`config.mk`:
```
export PLATFORM = sky130hd
export DESIGN_NAME = sevenseg_display_arbiter_flat
export DESIGN_NICKNAME = d
export VERILOG_FILES = /design/src/rtl/sevenseg_display_arbiter_if.sv /design/src/rtl/sevenseg_display_arbiter.sv /design/src/flat_wrapper.sv
export SDC_FILE = /design/constraint.sdc
export NUM_CORES = 1
export LEC_CHECK = 0
export ABC_AREA = 1
export BUFFER_PORTS_ARGS = -buffer_cell sky130_fd_sc_hd__buf_2
export CELL_PAD_IN_SITES_DETAIL_PLACEMENT = 1
export CELL_PAD_IN_SITES_GLOBAL_PLACEMENT = 1
export CORE_ASPECT_RATIO = 1.4
export CORE_MARGIN = 1.5
export CORE_UTILIZATION = 33
export CTS_CLUSTER_DIAMETER = 200
export DETAILED_ROUTE_END_ITERATION = 8
export PLACE_DENSITY = 0.84
export RECOVER_POWER = 50
export SETUP_SLACK_MARGIN = 0.4
export SKIP_CTS_REPAIR_TIMING = 1
export SLEW_MARGIN = 20
export SYNTH_ARGS = -nofsm -noshare
export SYNTH_HDL_FRONTEND = slang
export SYNTH_SLANG_ARGS = --single-unit
```
`constraint.sdc`:
```
create_clock -name clk -period 2.1 [get_ports clk]
set_input_delay 0.42 -clock clk [delete_from_list [all_inputs] [get_ports clk]]
set_output_delay 0.42 -clock clk [all_outputs]
set_load 0.02 [all_outputs]
```
`src/rtl/sevenseg_display_arbiter_if.sv`:
```
// Bundle between the display requesters and the arbiter that shares the 4-digit display.
// The requester side drives req/req_value and the arbiter drives the grant and display value.
`timescale 1ns/1ps
interface sevenseg_display_arbiter_if #(
   parameter int N_REQ = 4
);
   logic [N_REQ-1:0]    req;
   logic [16*N_REQ-1:0] req_value;
   logic [N_REQ-1:0]    gnt;
   logic [15:0]         value;
   logic [2:0]          owner;
   logic                busy;
   logic                switch_p;

   modport master (
      output req, req_value,
      input  gnt, value, owner, busy, switch_p
   );

   modport slave (
      input  req, req_value,
      output gnt, value, owner, busy, switch_p
   );
endinterface

```
`src/rtl/sevenseg_display_arbiter.sv`:
```
// Round-robin owner of the seven-segment display with a guaranteed minimum hold time per owner,
// so that each shown value stays up long enough for a person to read it.
`timescale 1ns/1ps
module sevenseg_display_arbiter #(
   parameter int          N_REQ      = 4,
   parameter int          HOLD_TICKS = 50_000_000,
   parameter logic [15:0] IDLE_VALUE = 16'h0000
) (
   input  logic                     clk,
   input  logic                     rst,
   sevenseg_display_arbiter_if.slave arb_if
);
   localparam int IW = (N_REQ > 1) ? $clog2(N_REQ) : 1;
   localparam int CW = $clog2(HOLD_TICKS + 1);
   localparam logic [CW-1:0] CNT_MAX = CW'(HOLD_TICKS - 1);

   typedef enum logic [1:0] {S_IDLE, S_OWN, S_LINGER} state_t;

   state_t           state_q;
   logic [N_REQ-1:0] gnt_q;
   logic [15:0]      value_q;
   logic [IW-1:0]    owner_q;
   logic [IW-1:0]    rr_q;
   logic [CW-1:0]    cnt_q;
   logic             switch_q;
   logic             busy_q;

   logic [15:0]      val_arr [N_REQ];
   logic [15:0]      owner_val;
   logic [N_REQ-1:0] owner_oh;
   logic [N_REQ-1:0] others;
   logic [IW:0]      pick_all;
   logic [IW:0]      pick_oth;
   logic             expired;
   logic             grant_en_d;
   logic [IW-1:0]    grant_sel_d;

   generate
      for (genvar gi = 0; gi < N_REQ; gi++) begin : g_val
         assign val_arr[gi] = arb_if.req_value[16*gi +: 16];
      end
   endgenerate

   // Scan rr+1, rr+2, ... with wrap; result is {found, index}.
   function automatic logic [IW:0] pick(input logic [N_REQ-1:0] mask, input logic [IW-1:0] ptr);
      logic          found;
      logic [IW-1:0] sel;
      int            idx;
      found = 1'b0;
      sel   = '0;
      for (int k = 1; k <= N_REQ; k++) begin
         idx = (int'(ptr) + k) % N_REQ;
         if (!found && mask[IW'(idx)]) begin
            found = 1'b1;
            sel   = IW'(idx);
         end
      end
      return {found, sel};
   endfunction

   assign owner_val = val_arr[owner_q];
   assign owner_oh  = N_REQ'(1) << owner_q;
   assign others    = arb_if.req & ~owner_oh;
   assign pick_all  = pick(arb_if.req, rr_q);
   assign pick_oth  = pick(others, rr_q);
   assign expired   = (cnt_q == CNT_MAX);

   // Hold expiry takes priority over an owner drop, so a drop at expiry never lingers.
   always_comb begin
      grant_en_d  = 1'b0;
      grant_sel_d = pick_all[IW-1:0];
      case (state_q)
         S_IDLE:   grant_en_d = pick_all[IW];
         S_OWN: begin
            if (expired && pick_oth[IW]) begin
               grant_en_d  = 1'b1;
               grant_sel_d = pick_oth[IW-1:0];
            end
         end
         S_LINGER: grant_en_d = expired && pick_all[IW];
         default:  grant_en_d = 1'b0;
      endcase
   end

   always_ff @(posedge clk) begin
      if (rst) begin
         state_q  <= S_IDLE;
         gnt_q    <= '0;
         value_q  <= IDLE_VALUE;
         owner_q  <= '0;
         rr_q     <= IW'(N_REQ - 1);
         cnt_q    <= '0;
         switch_q <= 1'b0;
         busy_q   <= 1'b0;
      end else begin
         switch_q <= grant_en_d;
         if (grant_en_d) begin
            state_q <= S_OWN;
            gnt_q   <= N_REQ'(1) << grant_sel_d;
            owner_q <= grant_sel_d;
            rr_q    <= grant_sel_d;
            cnt_q   <= '0;
            busy_q  <= 1'b1;
            if (state_q == S_OWN) value_q <= owner_val;
         end else begin
            case (state_q)
               S_OWN: begin
                  if (expired && !arb_if.req[owner_q]) begin
                     state_q <= S_IDLE;
                     gnt_q   <= '0;
                     value_q <= IDLE_VALUE;
                     busy_q  <= 1'b0;
                  end else if (!arb_if.req[owner_q]) begin
                     state_q <= S_LINGER;
                     gnt_q   <= '0;
                     cnt_q   <= cnt_q + CW'(1);
                  end else begin
                     value_q <= owner_val;
                     if (!expired) cnt_q <= cnt_q + CW'(1);
                  end
               end
               S_LINGER: begin
                  if (expired) begin
                     state_q <= S_IDLE;
                     value_q <= IDLE_VALUE;
                     busy_q  <= 1'b0;
                  end else begin
                     cnt_q <= cnt_q + CW'(1);
                  end
               end
               default: ;
            endcase
         end
      end
   end

   assign arb_if.gnt      = gnt_q;
   assign arb_if.value    = value_q;
   assign arb_if.owner    = 3'(owner_q);
   assign arb_if.busy     = busy_q;
   assign arb_if.switch_p = switch_q;
endmodule

```
`src/flat_wrapper.sv`:
```
// flat-port wrapper written by rule: the top's interface ports become plain ports
module sevenseg_display_arbiter_flat 
#(
   parameter int          N_REQ      = 4,
   parameter int          HOLD_TICKS = 50_000_000,
   parameter logic [15:0] IDLE_VALUE = 16'h0000
)
  (clk, rst, arb_if_req, arb_if_req_value, arb_if_gnt, arb_if_value, arb_if_owner, arb_if_busy, arb_if_switch_p);
  sevenseg_display_arbiter_if #(.N_REQ(N_REQ)) arb_if_i ();
  input  logic clk;
  input  logic rst;
  input wire logic [$bits(arb_if_i.req)-1:0] arb_if_req;
  input wire logic [$bits(arb_if_i.req_value)-1:0] arb_if_req_value;
  output wire logic [$bits(arb_if_i.gnt)-1:0] arb_if_gnt;
  output wire logic [$bits(arb_if_i.value)-1:0] arb_if_value;
  output wire logic [$bits(arb_if_i.owner)-1:0] arb_if_owner;
  output wire logic [$bits(arb_if_i.busy)-1:0] arb_if_busy;
  output wire logic [$bits(arb_if_i.switch_p)-1:0] arb_if_switch_p;
  assign arb_if_i.req = arb_if_req;
  assign arb_if_i.req_value = arb_if_req_value;
  assign arb_if_gnt = arb_if_i.gnt;
  assign arb_if_value = arb_if_i.value;
  assign arb_if_owner = arb_if_i.owner;
  assign arb_if_busy = arb_if_i.busy;
  assign arb_if_switch_p = arb_if_i.switch_p;
  sevenseg_display_arbiter #(.N_REQ(N_REQ), .HOLD_TICKS(HOLD_TICKS), .IDLE_VALUE(IDLE_VALUE)) u_core (.clk(clk), .rst(rst), .arb_if(arb_if_i));
endmodule
```
After elaboration in Yosys (flattened, before gate mapping)
Index checks and enable logic that the tools add are counted.

word-level totals
  word-level logic and storage cells = 136
  input port bits = 70
  flip-flop bits (word level) = 54
  output and inout port bits = 25

operators by class
  equality and inequality tests = 12
  bitwise logic cells = 3
  mux-type cells = 72
  shift operators = 2
  add/subtract/negate cells = 5
  magnitude comparators = 6
  reductions and logical operators = 27

operator list
  operator                                             number
  two-way mux 16 bit                                   7
  two-way mux 26 bit                                   3
  one-hot mux 26 bit (2 select lines)                  1
  binary-select mux 16 bit (select 2 bit)              1
  one-hot mux 16 bit (2 select lines)                  1
  two-way mux 1 bit                                    30
  adder 26 x 1 -> 26 bit (second input constant)       1
  == test 26 bit (second input constant)               1
  two-way mux 2 bit                                    13
  binary-select mux 1 bit (select 2 bit)               9
  < comparator 2 x 4 -> 1 bit (second input constant)  4
  two-way mux 4 bit                                    4
  logical AND 1 bit                                    9
  AND reduction 3 bit                                  3
  != test 4 x 3 -> 1 bit (second input constant)       2
  left shift 1 x 2 -> 4 bit (first input constant)     2
  logical NOT 1 bit                                    7
  != test 3 x 2 -> 1 bit (second input constant)       2
  adder 2 x 1 -> 2 bit (second input constant)         2
  adder 2 bit (second input constant)                  2
  bitwise AND 4 bit                                    1
  != test 2 bit (second input constant)                2
  NOT 4 bit                                            1
  one-hot mux 2 bit (2 select lines)                   1
  16 further kinds                                     18

Depth between registers and ports, before layout
Gate-level depths: netlist of the first run.

  word-level depth = 21
  mapped depth = 17
  depth with buffers taken out = 16

Worst setup path after synthesis of the first run
Ideal clock, no wire load.

  kind = register to register
  start = register u_core.owner_q[0]
  end = register u_core.value_q[10] (netlist: u_core.arb_if.value[10])
  buffers on the path = 2
  clock period less this slack = 2037 ps
  data required time = 1984 ps
  stages on the path, launching flop included = 16
  setup time = 116 ps
  slack = 63 ps
  arrival time = 1921 ps
  path through = dfxtp_1 buf_2 nand2_1 nand3_2 nand2_2 o21ai_2 nand4_2 nand2_4 nand2_4 nand2_8 nand2_4 buf_6 nand2_1 nand3_1 nand2_1 nor2_2

between the ends
  cells in the longest elaborated chain, start to end = 21
  elaborated cells between the ends (all ways) = 45
  classes of those cells = eq/ne: 3; shift: 1; mux: 28; bitwise: 3; reduce/logical: 10

ends and longest elaborated chain
  item                                                             RTL line                         text
  start: declaration                                               sevenseg_display_arbiter.sv:22   logic [IW-1:0] owner_q;
  start signal: assignment                                         sevenseg_display_arbiter.sv:100  owner_q <= grant_sel_d;
  left shift 1 x 2 -> 4 bit                                        sevenseg_display_arbiter.sv:62   assign owner_oh = N_REQ'(1) << owner_q;
  NOT 4 bit                                                        sevenseg_display_arbiter.sv:63   assign others = arb_if.req & ~owner_oh;
  bitwise AND 4 bit                                                sevenseg_display_arbiter.sv:63
  binary-select mux 1 bit (select 2 bit)                           sevenseg_display_arbiter.sv:53   if (!found && mask[IW'(idx)]) begin
  two-way mux 1 bit (implied by the code) (2 in a row)             sevenseg_display_arbiter.sv:53
  two-way mux 1 bit                                                sevenseg_display_arbiter.sv:53
  logical NOT 1 bit                                                sevenseg_display_arbiter.sv:53
  logical AND 1 bit                                                sevenseg_display_arbiter.sv:53
  (+4 left out)                                                    n/a
  logical NOT 1 bit                                                sevenseg_display_arbiter.sv:53
  logical AND 1 bit                                                sevenseg_display_arbiter.sv:53
  two-way mux 1 bit                                                sevenseg_display_arbiter.sv:53
  logical AND 1 bit                                                sevenseg_display_arbiter.sv:75   if (expired && pick_oth[IW]) begin
  two-way mux 1 bit                                                sevenseg_display_arbiter.sv:75
  one-hot mux 1 bit (3 select lines)                               sevenseg_display_arbiter.sv:72   case (state_q)
  != test 4 x 3 -> 1 bit (no source line) (tied with other cells)  n/a
  AND reduction 4 bit (no source line)                             n/a
  end signal: assignment                                           sevenseg_display_arbiter.sv:104  if (state_q == S_OWN) value_q <= owner_val;
  end signal: assignment                                           sevenseg_display_arbiter.sv:118  value_q <= owner_val;
  end: declaration                                                 sevenseg_display_arbiter.sv:21   logic [15:0] value_q;

Several ways; a longest one is shown, not always the timed one. The select of a mux whose other input is x is not followed.
A chain may end at the register's enable or synchronous reset.

Final worst setup path of the first run
  start = register u_core.rr_q[0]
  end = register u_core.cnt_q[10]

between the ends
  cells in the longest elaborated chain, start to end = 18
  elaborated cells between the ends (all ways) = 53
  classes of those cells = add/sub: 4; mux: 34; reduce/logical: 15

ends and longest elaborated chain
  item                                                  RTL line                         text
  start: declaration                                    sevenseg_display_arbiter.sv:23   logic [IW-1:0] rr_q;
  start signal: assignment                              sevenseg_display_arbiter.sv:91   rr_q <= IW'(N_REQ - 1);
  start signal: assignment                              sevenseg_display_arbiter.sv:101  rr_q <= grant_sel_d;
  adder 2 x 1 -> 2 bit                                  sevenseg_display_arbiter.sv:52   idx = (int'(ptr) + k) % N_REQ;
  binary-select mux 1 bit (select 2 bit)                sevenseg_display_arbiter.sv:53
  two-way mux 1 bit (implied by the code) (2 in a row)  sevenseg_display_arbiter.sv:53
  two-way mux 1 bit                                     sevenseg_display_arbiter.sv:53
  logical NOT 1 bit                                     sevenseg_display_arbiter.sv:53
  logical AND 1 bit                                     sevenseg_display_arbiter.sv:53
  two-way mux 1 bit                                     sevenseg_display_arbiter.sv:53
  logical NOT 1 bit                                     sevenseg_display_arbiter.sv:53
  logical AND 1 bit                                     sevenseg_display_arbiter.sv:53
  two-way mux 1 bit                                     sevenseg_display_arbiter.sv:53
  logical NOT 1 bit                                     sevenseg_display_arbiter.sv:53
  logical AND 1 bit                                     sevenseg_display_arbiter.sv:53
  two-way mux 1 bit                                     sevenseg_display_arbiter.sv:53
  logical AND 1 bit                                     sevenseg_display_arbiter.sv:75
  two-way mux 1 bit                                     sevenseg_display_arbiter.sv:75
  one-hot mux 1 bit (3 select lines) (*)                sevenseg_display_arbiter.sv:72
  OR reduction 2 bit (no source line) (*)               n/a
  end signal: assignment                                sevenseg_display_arbiter.sv:116  cnt_q <= cnt_q + CW'(1);
  end signal: assignment                                sevenseg_display_arbiter.sv:119  if (!expired) cnt_q <= cnt_q + CW'(1);
  end signal: assignment                                sevenseg_display_arbiter.sv:128  cnt_q <= cnt_q + CW'(1);
  end: declaration                                      sevenseg_display_arbiter.sv:24   logic [CW-1:0] cnt_q;

Mark *: on every way between the ends. The rest lies on a longest branch, timed or not. The select of a mux whose other input is x is not followed.

==> results of run 1 <==
-- final timing paths --
path | start | to | cells after the start
worst min register to register | u_core.arb_if.gnt[2]$_SDFFE_PP0P_ | u_core.arb_if.gnt[2]$_SDFFE_PP0P_ | 2
worst max register to register | u_core.rr_q[0]$_SDFFE_PP1P_ | u_core.cnt_q[10]$_SDFFE_PP0P_ | 15
worst min-delay path | rst | u_core.arb_if.gnt[2]$_SDFFE_PP0P_ | 2
worst max-delay path | u_core.rr_q[0]$_SDFFE_PP1P_ | u_core.cnt_q[10]$_SDFFE_PP0P_ | 15
-- per-stage QoR --
stage,hold WS (ns),setup WS [ns]
final,0.3854,-0.1006
after global routing,0.3875,-0.1935
after CTS,0.3803,-0.1125
after detailed placement,0.4746,-0.08185
after global placement,0.4525,-0.004950
after floorplan,0.4686,0.2205
-- synth_stat cells, drive strengths merged, types with 3 or more instances --
cell | n | share of area
ha | 5 | 0.016
buf | 19 | 0.039
nand4 | 9 | 0.016
o21ai | 11 | 0.017
a21oi | 40 | 0.054
dfxtp | 54 | 0.28
clkbuf | 4 | 0.0040
nor2 | 75 | 0.085
xnor2 | 4 | 0.0092
nor4 | 3 | 0.0049
nand3 | 78 | 0.11
nand2 | 176 | 0.20
o22ai | 3 | 0.0049
inv | 56 | 0.056
nor3 | 19 | 0.025
xor2 | 6 | 0.014
a22oi | 19 | 0.038
-- power by group --
part / internal [mW] / switching, mW
sequential: 1.25 / 0.213
combinational: 2.97 / 4.09
clock: 0.669 / 0.402
-- flip-flops by register name, summed over array words and instances (netlist names) --
name	count
u_core.state_q	2
u_core.arb_if.gnt	4
u_core.cnt_q	26
u_core.arb_if.busy	1
u_core.arb_if.switch_p	1
u_core.rr_q	2
u_core.owner_q	2
u_core.arb_if.value	16
-- critical path, cell delays in order (launching register included) --
cell and delay (ns):
dfxtp_4 0.40, buf_8 0.15, nand2_4 0.07, inv_2 0.04, nand2_2 0.09, nand2_4 0.07, o21ai_4 0.19, nand4_4 0.17
nand2_4 0.13, nand2_8 0.08, nand2_8 0.09, buf_12 0.14, nand2_8 0.09, inv_4 0.15, o21ai_0 0.11, a21oi_1 0.13
-- cells by family (layout without fill, tap and decap cells) --
logic type | Yosys count | after routing | synth area share
compound gates | 79 | 79 | 0.1256
xor+xnor | 10 | 10 | 0.02307
fa+ha+maj | 5 | 5 | 0.01648
buf+inv | 79 | 235 | 0.09888
flops | 54 | 54 | 0.2848
other cells | 1 | 1 | 0.0009878
simple gates | 366 | 368 | 0.4502
-- area by class of cell --
class                   count  area (um2)
clock buffers               7       163.9
repair buffers            171        1151
fillers                  1449        5477
inverters                  56       242.7
multi-input cells         463        2928
flip-flops and latches     54        1109
well taps                 144       180.2
clock inverters             1       30.03
-- routing by layer --
metal / track usage / vias to the layer above / part of all wire
li1: - / 2269 / -
met1: 0.2231 / 2363 / 0.38
met2: 0.4621 / 185 / 0.54
met3: 0.03380 / 35 / 0.048
met4: 0.08955 / 0 / 0.032
met5: 0 / - / 0
==> reports/metrics.csv, run 1 <==
metric,value,unit
rrSetupSlack,-0.10,ns
p_total,9.593,mW
drt_iter0_markers,180,
die_height,129.9,um
clkTransAtPathRegs,0.08,ns
final_area,5804,um2
hp-class,in2reg,
cts_root_buf,clkbuf_16,
drive_gt1_frac,0.4255,
die_area,12170,um2
syn_inst,594,
die_w,93.65,um
power_per_cell_area,1653,nW/um2
drv_cap,0,
syn_area_per_cell,6.391,um2
fin_crit,2.201,ns
yosys_register_bits,54,
slew_viol_final,0,
hold_violations,0,
antenna_cells,0,
clock_path_buffers,2,
dp_hpwl,10670,um
rsz0062_at_grt,yes,
drc,0,
fin_tns_setup,-1.718,ns
leakagePower,2.444,nW
critical_path_arrival,2.42,ns
tightest_slew,0.5220,ns
final.period_utilization,1.048,
relSlewSlack,0.6516,
finalClockSkew,0.01469,ns
post-route-util,0.5145,
synth-edff-count,0,
htreeDepth,2,
numCtsBuffers,5,
grt_max_degree,22,
detail-route-antenna-nets,0,
layout_setup_ws,-0.1006,ns
worstPathMaxFanout,7,
startpoint_type,register,
instances_no_fill,896,
setup-violations-final,35,
cts_tree,built,
criticalPathCategory,reg2reg,
wl_per_cell,18.87,um
firstDrtPassIters,4,
nets,826,
ys_types,41,
yosysSeqAreaShare,0.2848,
status,"complete, but fails checks",
cts.sinks,54,
async_flop_share,0,
antenna_found_initial,0,
dr_total_vias,4852,
final_cell_mix,"nand2_1 (116), buf_2 (70), nand3_1 (62), buf_4 (62), nor2_1 (52)",
io_pins,95,
portBuffers,93,
syn_to_final_growth,52.90,%
place_area,4837,um2
rows,46,
gp_congestion,0.8699,
grt_first_pass_wirelength,22110,um
grt_overflow_total,0,
yosys_most_used_dff,dfxtp_1,
grt_pass1_vias,4772,
initial_utilization,0.3365,
routed_wl,16910,um
cp.required,2.32,ns
vias_per_cell,5.415,
violations,negative setup slack,
critPathCaptureType,register,
clock_latency,0.30,ns
clock.fmax,0.4544,GHz
ir_drop,0.5337,mV
design.core.area,11280,um2
final_common_cell,nand2_1,
yosys_warnings,0,
synth_area,3796,um2
syn_nets,669,
dp.cells,856,
grt_use_total,0.2267,
No activity file was read; power rests on OpenSTA's default activity.
==> run 2: changes to the inputs <==
TNS_END_PERCENT = 5   (was unset)
==> run 2 against run 1 <==
Against the previous run: largest power group unchanged; the run still ends with negative setup slack left; global-route usage fell by 0.84 points; cell count fell by 1.1%; critical path type unchanged; clock-buffer cell count fell by 2.
==> reports/metrics.csv, run 2 (same netlist as run 1, synthesis figures left out) <==
metric,value,unit,change
rows,46,,unchanged
pwr-share-clk,0.102,,-0.010
critical_path_arrival,2.38,ns,-0.04 ns
cts_root_buf,clkbuf_16,,
wl_per_cell,18.86,um,about the same
holdPathStages,2,,unchanged
hold_violations,0,,unchanged
fin_crit,2.170,ns,-0.03047 ns
grt_use_total,0.2183,,-0.008441
grt_max_degree,33,,+50%
intPower,4.236,mW,-13%
worstPathMaxFanout,6,,-1
grt_pass1_vias,4691,,-1.7%
antenna_cells,0,,unchanged
p_seq_frac,0.163,,+0.010
cts_tree,built,,
combinationalPowerShare,0.735,,about the same
layout_setup_ws,-0.07011,ns,+0.03047 ns
p_total,8.737,mW,-8.9%
rrSetupSlack,-0.07,ns,+0.03 ns
finalClockSkew,0.009863,ns,-0.004830 ns
drc,0,,unchanged
status,"complete, but fails checks",,
die_area,12170,um2,unchanged
startpoint_type,register,,
routed_wl,16710,um,-1.2%
reg2reg_from,u_core.rr_q[0]$_SDFFE_PP1P_,,
clock.fmax,0.4608,GHz,+1.4%
slew_viol_final,0,,unchanged
drt_iter0_markers,190,,+5.6%
vias_per_cell,5.416,,about the same
grt_overflow_total,0,,unchanged
numCtsBuffers,5,,unchanged
power_per_cell_area,1560,nW/um2,-5.6%
final_cell_mix,"nand2_1 (128), buf_2 (69), nand3_1 (68), nor2_1 (52), buf_4 (49)",,
drive_gt1_frac,0.3962,,-0.02931
top_register,u_core.cnt_q,,
critPathLaunch,u_core.rr_q[0]$_SDFFE_PP1P_,,
clock_path_buffers,2,,unchanged
power_switching,4.501,mW,-4.3%
gp_congestion,0.9277,,+6.6%
reg2reg_to,u_core.arb_if.value[11]$_SDFFE_PP0P_,,
clkTransAtPathRegs,0.08,ns,about the same
io_pins,95,,unchanged
hp-class,in2reg,,
firstDrtPassIters,4,,unchanged
portBuffers,93,,unchanged
criticalPathCategory,reg2reg,,
cp.required,2.31,ns,about the same
nets,816,,-1.2%
hp-start,rst,,
initial_utilization,0.3365,,unchanged
final_common_cell,nand2_1,,
htreeDepth,2,,unchanged
tightest_slew,0.5246,ns,+0.002609 ns
dp_hpwl,11090,um,+4.0%
relSlewSlack,0.6499,,-0.001741
die_w,93.65,um,unchanged
leakagePower,2.379,nW,-2.7%
violations,negative setup slack,,
largest_register_ff_count,26,,unchanged
whs,0.3902,ns,+0.004815 ns
critPathCaptureType,register,,
setup-violations-final,15,,-57%
clock_latency,0.31,ns,about the same
die_height,129.9,um,unchanged
grt_first_pass_wirelength,21280,um,-3.7%
min_to,u_core.arb_if.gnt[2]$_SDFFE_PP0P_,,
final.period_utilization,1.033,,-0.01451
drv_cap,0,,unchanged
dr_total_vias,4799,,-1.1%
detail-route-antenna-nets,0,,unchanged
antenna_found_initial,0,,unchanged
ir_drop,0.7476,mV,+40%
design.core.area,11280,um2,unchanged
rsz0062_at_grt,yes,,
worstRegToRegCells,16,,+1
cts.sinks,54,,unchanged
syn_to_final_growth,47.53,%,
swShare,0.5152,,+0.02500
-- run 2: power groups by stage --
stage / sequential [mW] / combinational, mW / clock, mW
2_1_floorplan: 1.55 / 3.16 / 0
3_3_place_gp: 1.39 / 4.49 / 0
3_5_place_dp: 1.40 / 4.70 / 0
4_1_cts: 1.38 / 4.74 / 0.909
5_1_grt: 1.44 / 6.79 / 0.950
6_report: 1.42 / 6.42 / 0.891
-- run 2: how the worst max path moves through the flow --
stage / cells past startpoint / end
after floorplan: 15 / u_core.arb_if.value[10]$_SDFFE_PP0P_
after global placement: 14 / u_core.arb_if.value[9]$_SDFFE_PP0P_
after detailed placement: 14 / u_core.arb_if.value[9]$_SDFFE_PP0P_
after CTS: 14 / u_core.arb_if.value[9]$_SDFFE_PP0P_
after global routing: 16 / u_core.arb_if.value[15]$_SDFFE_PP0P_
final: 16 / u_core.arb_if.value[11]$_SDFFE_PP0P_
-- run 2: cell type report --
class / count / area, um2
clock buffers: 5 / 125.1
inverters: 56 / 227.7
clock inverters: 3 / 28.78
multi-input cells: 464 / 2820
repair buffers: 160 / 1116
well taps: 144 / 180.2
fillers: 1454 / 5680
flip-flops and latches: 54 / 1102
-- run 2: critical path, cell delays in order, from the launching register on --
cell and delay, ns:
dfxtp_4 0.39, buf_8 0.14, nand2_1 0.10, inv_1 0.07, nand2_2 0.10, nand3_1 0.09, nand2_1 0.15, nand4_4 0.13
nand2_4 0.10, nand2_4 0.09, nand2_8 0.12, nand2_8 0.09, buf_6 0.14, nand2_4 0.10, nand3_1 0.11, nand2_1 0.10
nor2_1 0.05
-- run 2: metal layers --
layer	track usage	wire length [um]	vias up
li1	-	-	2254
met1	0.2079	6031	2334
met2	0.4527	9200	168
met3	0.03846	851	43
met4	0.07814	626	0
met5	0	0	-
-- run 2: through the flow --
| stage | worst slack [ns] | instance area, um2 | util | setup TNS [ns] | instances |
|---|---|---|---|---|---|
| floorplan | 0.2205 | 3910 | - | 0 | 594 |
| global placement | -0.06371 | 4840 | 0.4290 | -0.3913 | 862 |
| detailed placement | -0.1628 | 4840 | 0.4290 | -2.180 | 862 |
| CTS | -0.1712 | 4994 | 0.4427 | -2.707 | 870 |
| global route | -0.1586 | 5600 | 0.4965 | -3.367 | 886 |
| finish | -0.07011 | 5600 | 0.4965 | -0.2965 | 886 |
==> run 3: changes to the inputs <==
CORE_UTILIZATION = 37   (was 33)
PLACE_DENSITY = 0.89   (was 0.84)
clock period = 2.3 ns   (was 2.1 ns; I/O delays follow)
==> run 3 against run 2 <==
Against the previous run: register-to-register slack improved by 0.16 ns; worst hold slack improved by 0.017 ns; sequential share of layout area increased by 2.3 points; the run now ends clean; cell count fell by 5.5%; core utilization up 0.47 points.
==> reports/metrics.csv, run 3 (same netlist as run 1, synthesis figures left out) <==
metric,value,unit,change
drive_gt1_frac,0.2949,,-0.1014
startpoint_type,register,,
cts.sinks,54,,unchanged
initial_utilization,0.3814,,+0.04488
instances_no_fill,837,,-5.5%
htreeDepth,2,,unchanged
criticalPathCategory,reg2reg,,
grt_overflow_total,0,,unchanged
critical_path_arrival,2.47,ns,+0.09 ns
rsz0062_at_grt,yes,,
clock.fmax,0.4515,GHz,-2.0%
grt_use_total,0.2458,,+0.02751
critPathCaptureType,register,,
portBuffers,93,,unchanged
cp.required,2.55,ns,+0.24 ns
hp-class,in2reg,,
drv_cap,0,,unchanged
rows,43,,-6.5%
final.period_utilization,0.9629,,-0.07048
numCtsBuffers,5,,unchanged
rrSetupSlack,0.09,ns,+0.16 ns
drt_iter0_markers,209,,+10%
finalClockSkew,0.007231,ns,-0.002631 ns
die_height,122.9,um,-5.4%
grt_pass1_vias,4542,,-3.2%
drc,0,,unchanged
detail-route-antenna-nets,0,,unchanged
antenna_found_initial,0,,unchanged
final_cell_mix,"nand2_1 (139), nand3_1 (73), buf_2 (69), nor2_1 (57), inv_1 (49)",,
wl_per_cell,18.87,um,about the same
die_area,10890,um2,-11%
slew_viol_final,0,,unchanged
dp.cells,812,,-5.8%
tightest_slew,0.5869,ns,+0.06233 ns
clock_path_buffers,2,,unchanged
cp_cell_sequence,ha_1 > nand2_1 > nor2_4 > nand2_4 > nor2_4 > nand2_2 > nor2_4 > nand2_4 > nand2_8 > nand2_8 > inv_1 > nand2_2 > inv_2 > nand3_1 > nand2_1,,
design.core.area,9953,um2,-12%
crit_path_max_incr_delay,0.36,ns,-0.03 ns
io_pins,95,,unchanged
syn_to_final_growth,31.41,%,
power_per_cell_area,1427,nW/um2,-8.6%
die_w,88.61,um,-5.4%
leakagePower,2.109,nW,-11%
cp_slowest_cell,dfxtp_2,,
grt_max_degree,33,,unchanged
hold_violations,0,,unchanged
largest_register_ff_count,26,,unchanged
grt_first_pass_wirelength,20820,um,-2.1%
final_common_cell,nand2_1,,
critPathBufInv,2,,-1
cts_root_buf,clkbuf_16,,
gp_congestion,0.8671,,-6.5%
cts_tree,built,,
nets,776,,-4.9%
relSlewSlack,0.6054,,-0.04451
dr_total_vias,4641,,-3.3%
whs,0.4076,ns,+0.01734 ns
fin_crit,2.215,ns,+0.04456 ns
firstDrtPassIters,4,,unchanged
vias_per_cell,5.545,,+2.4%
crit_top_cell,nor2_4,,
routed_wl,15790,um,-5.5%
ir_drop,0.5718,mV,-24%
antenna_cells,0,,unchanged
worstPathMaxFanout,5,,-1
setup-violations-final,0,,-15
critical-path-top-delay-family,simple AND/OR/NAND/NOR gates,,
post-route-util,0.5012,,+0.004743
clkTransAtPathRegs,0.07,ns,about the same
top_register,u_core.cnt_q,,
p_total,7.117,mW,-19%
clock_latency,0.31,ns,about the same
dp_hpwl,10560,um,-4.8%
status,completed,,
-- run 3: cell count changes in the layout (fill, tap and decap cells not counted), sizes merged --
cell	previous run	this run
buf	133	94
clkbuf	32	31
clkinvlp	0	1
nand2	179	180
inv	58	56
clkinv	1	0
bufinv	0	1
-- run 3: worst register-to-register path, delay by kind of cell, from the launching register on --
kind / cells / cell delay (ns)
adders and majority gates: 1 / 0.17
buffers and inverters: 2 / 0.35
DFF: 1 / 0.36
and+or+nand+nor: 12 / 1.29
-- run 3: power breakdown --
| part | switching [mW] | internal, mW | total, mW |
|---|---|---|---|
| logic | 3.26 | 1.68 | 4.94 |
| clock network | 0.377 | 0.516 | 0.893 |
| registers | 0.153 | 1.13 | 1.29 |
| total | 3.79 | 3.33 | 7.12 |
-- run 3: layer usage --
metal / GRT usage / wire length [um]
met1: 0.2293 / 5379
met2: 0.4900 / 8577
met3: 0.03900 / 813
met4: 0.1328 / 1021
met5: 0 / 0
-- run 3: worst paths after layout --
path,startpoint,end,cells past startpoint
min,rst,u_core.arb_if.gnt[2]$_SDFFE_PP0P_,2
min reg2reg,u_core.arb_if.gnt[2]$_SDFFE_PP0P_,u_core.arb_if.gnt[2]$_SDFFE_PP0P_,2
max,u_core.cnt_q[0]$_SDFFE_PP0P_,u_core.arb_if.gnt[0]$_SDFFE_PP0P_,15
max reg2reg,u_core.cnt_q[0]$_SDFFE_PP0P_,u_core.arb_if.gnt[0]$_SDFFE_PP0P_,15
-- run 3: area by class of cell --
cell class                      instances  area [um2]
Fill cell                            1328        4965
Clock inverter                          2       37.54
Timing Repair Buffer                  119       671.9
Tap cell                              135       168.9
Sequential cell                        54        1095
Multi-Input combinational cell        465        2669
Inverter                               56       217.7
Clock buffer                            6       128.9
-- run 3: through the flow --
step           instance area, um2  setup TNS [ns]  setup slack (ns)
4_1_cts                      4574        -0.04516          -0.02750
3_5_place_dp                 4408               0          0.004588
6_report                     4989               0           0.08533
3_3_place_gp                 4408               0           0.07128
5_1_grt                      4989        -0.04490          -0.04223
2_1_floorplan                3829               0            0.3868
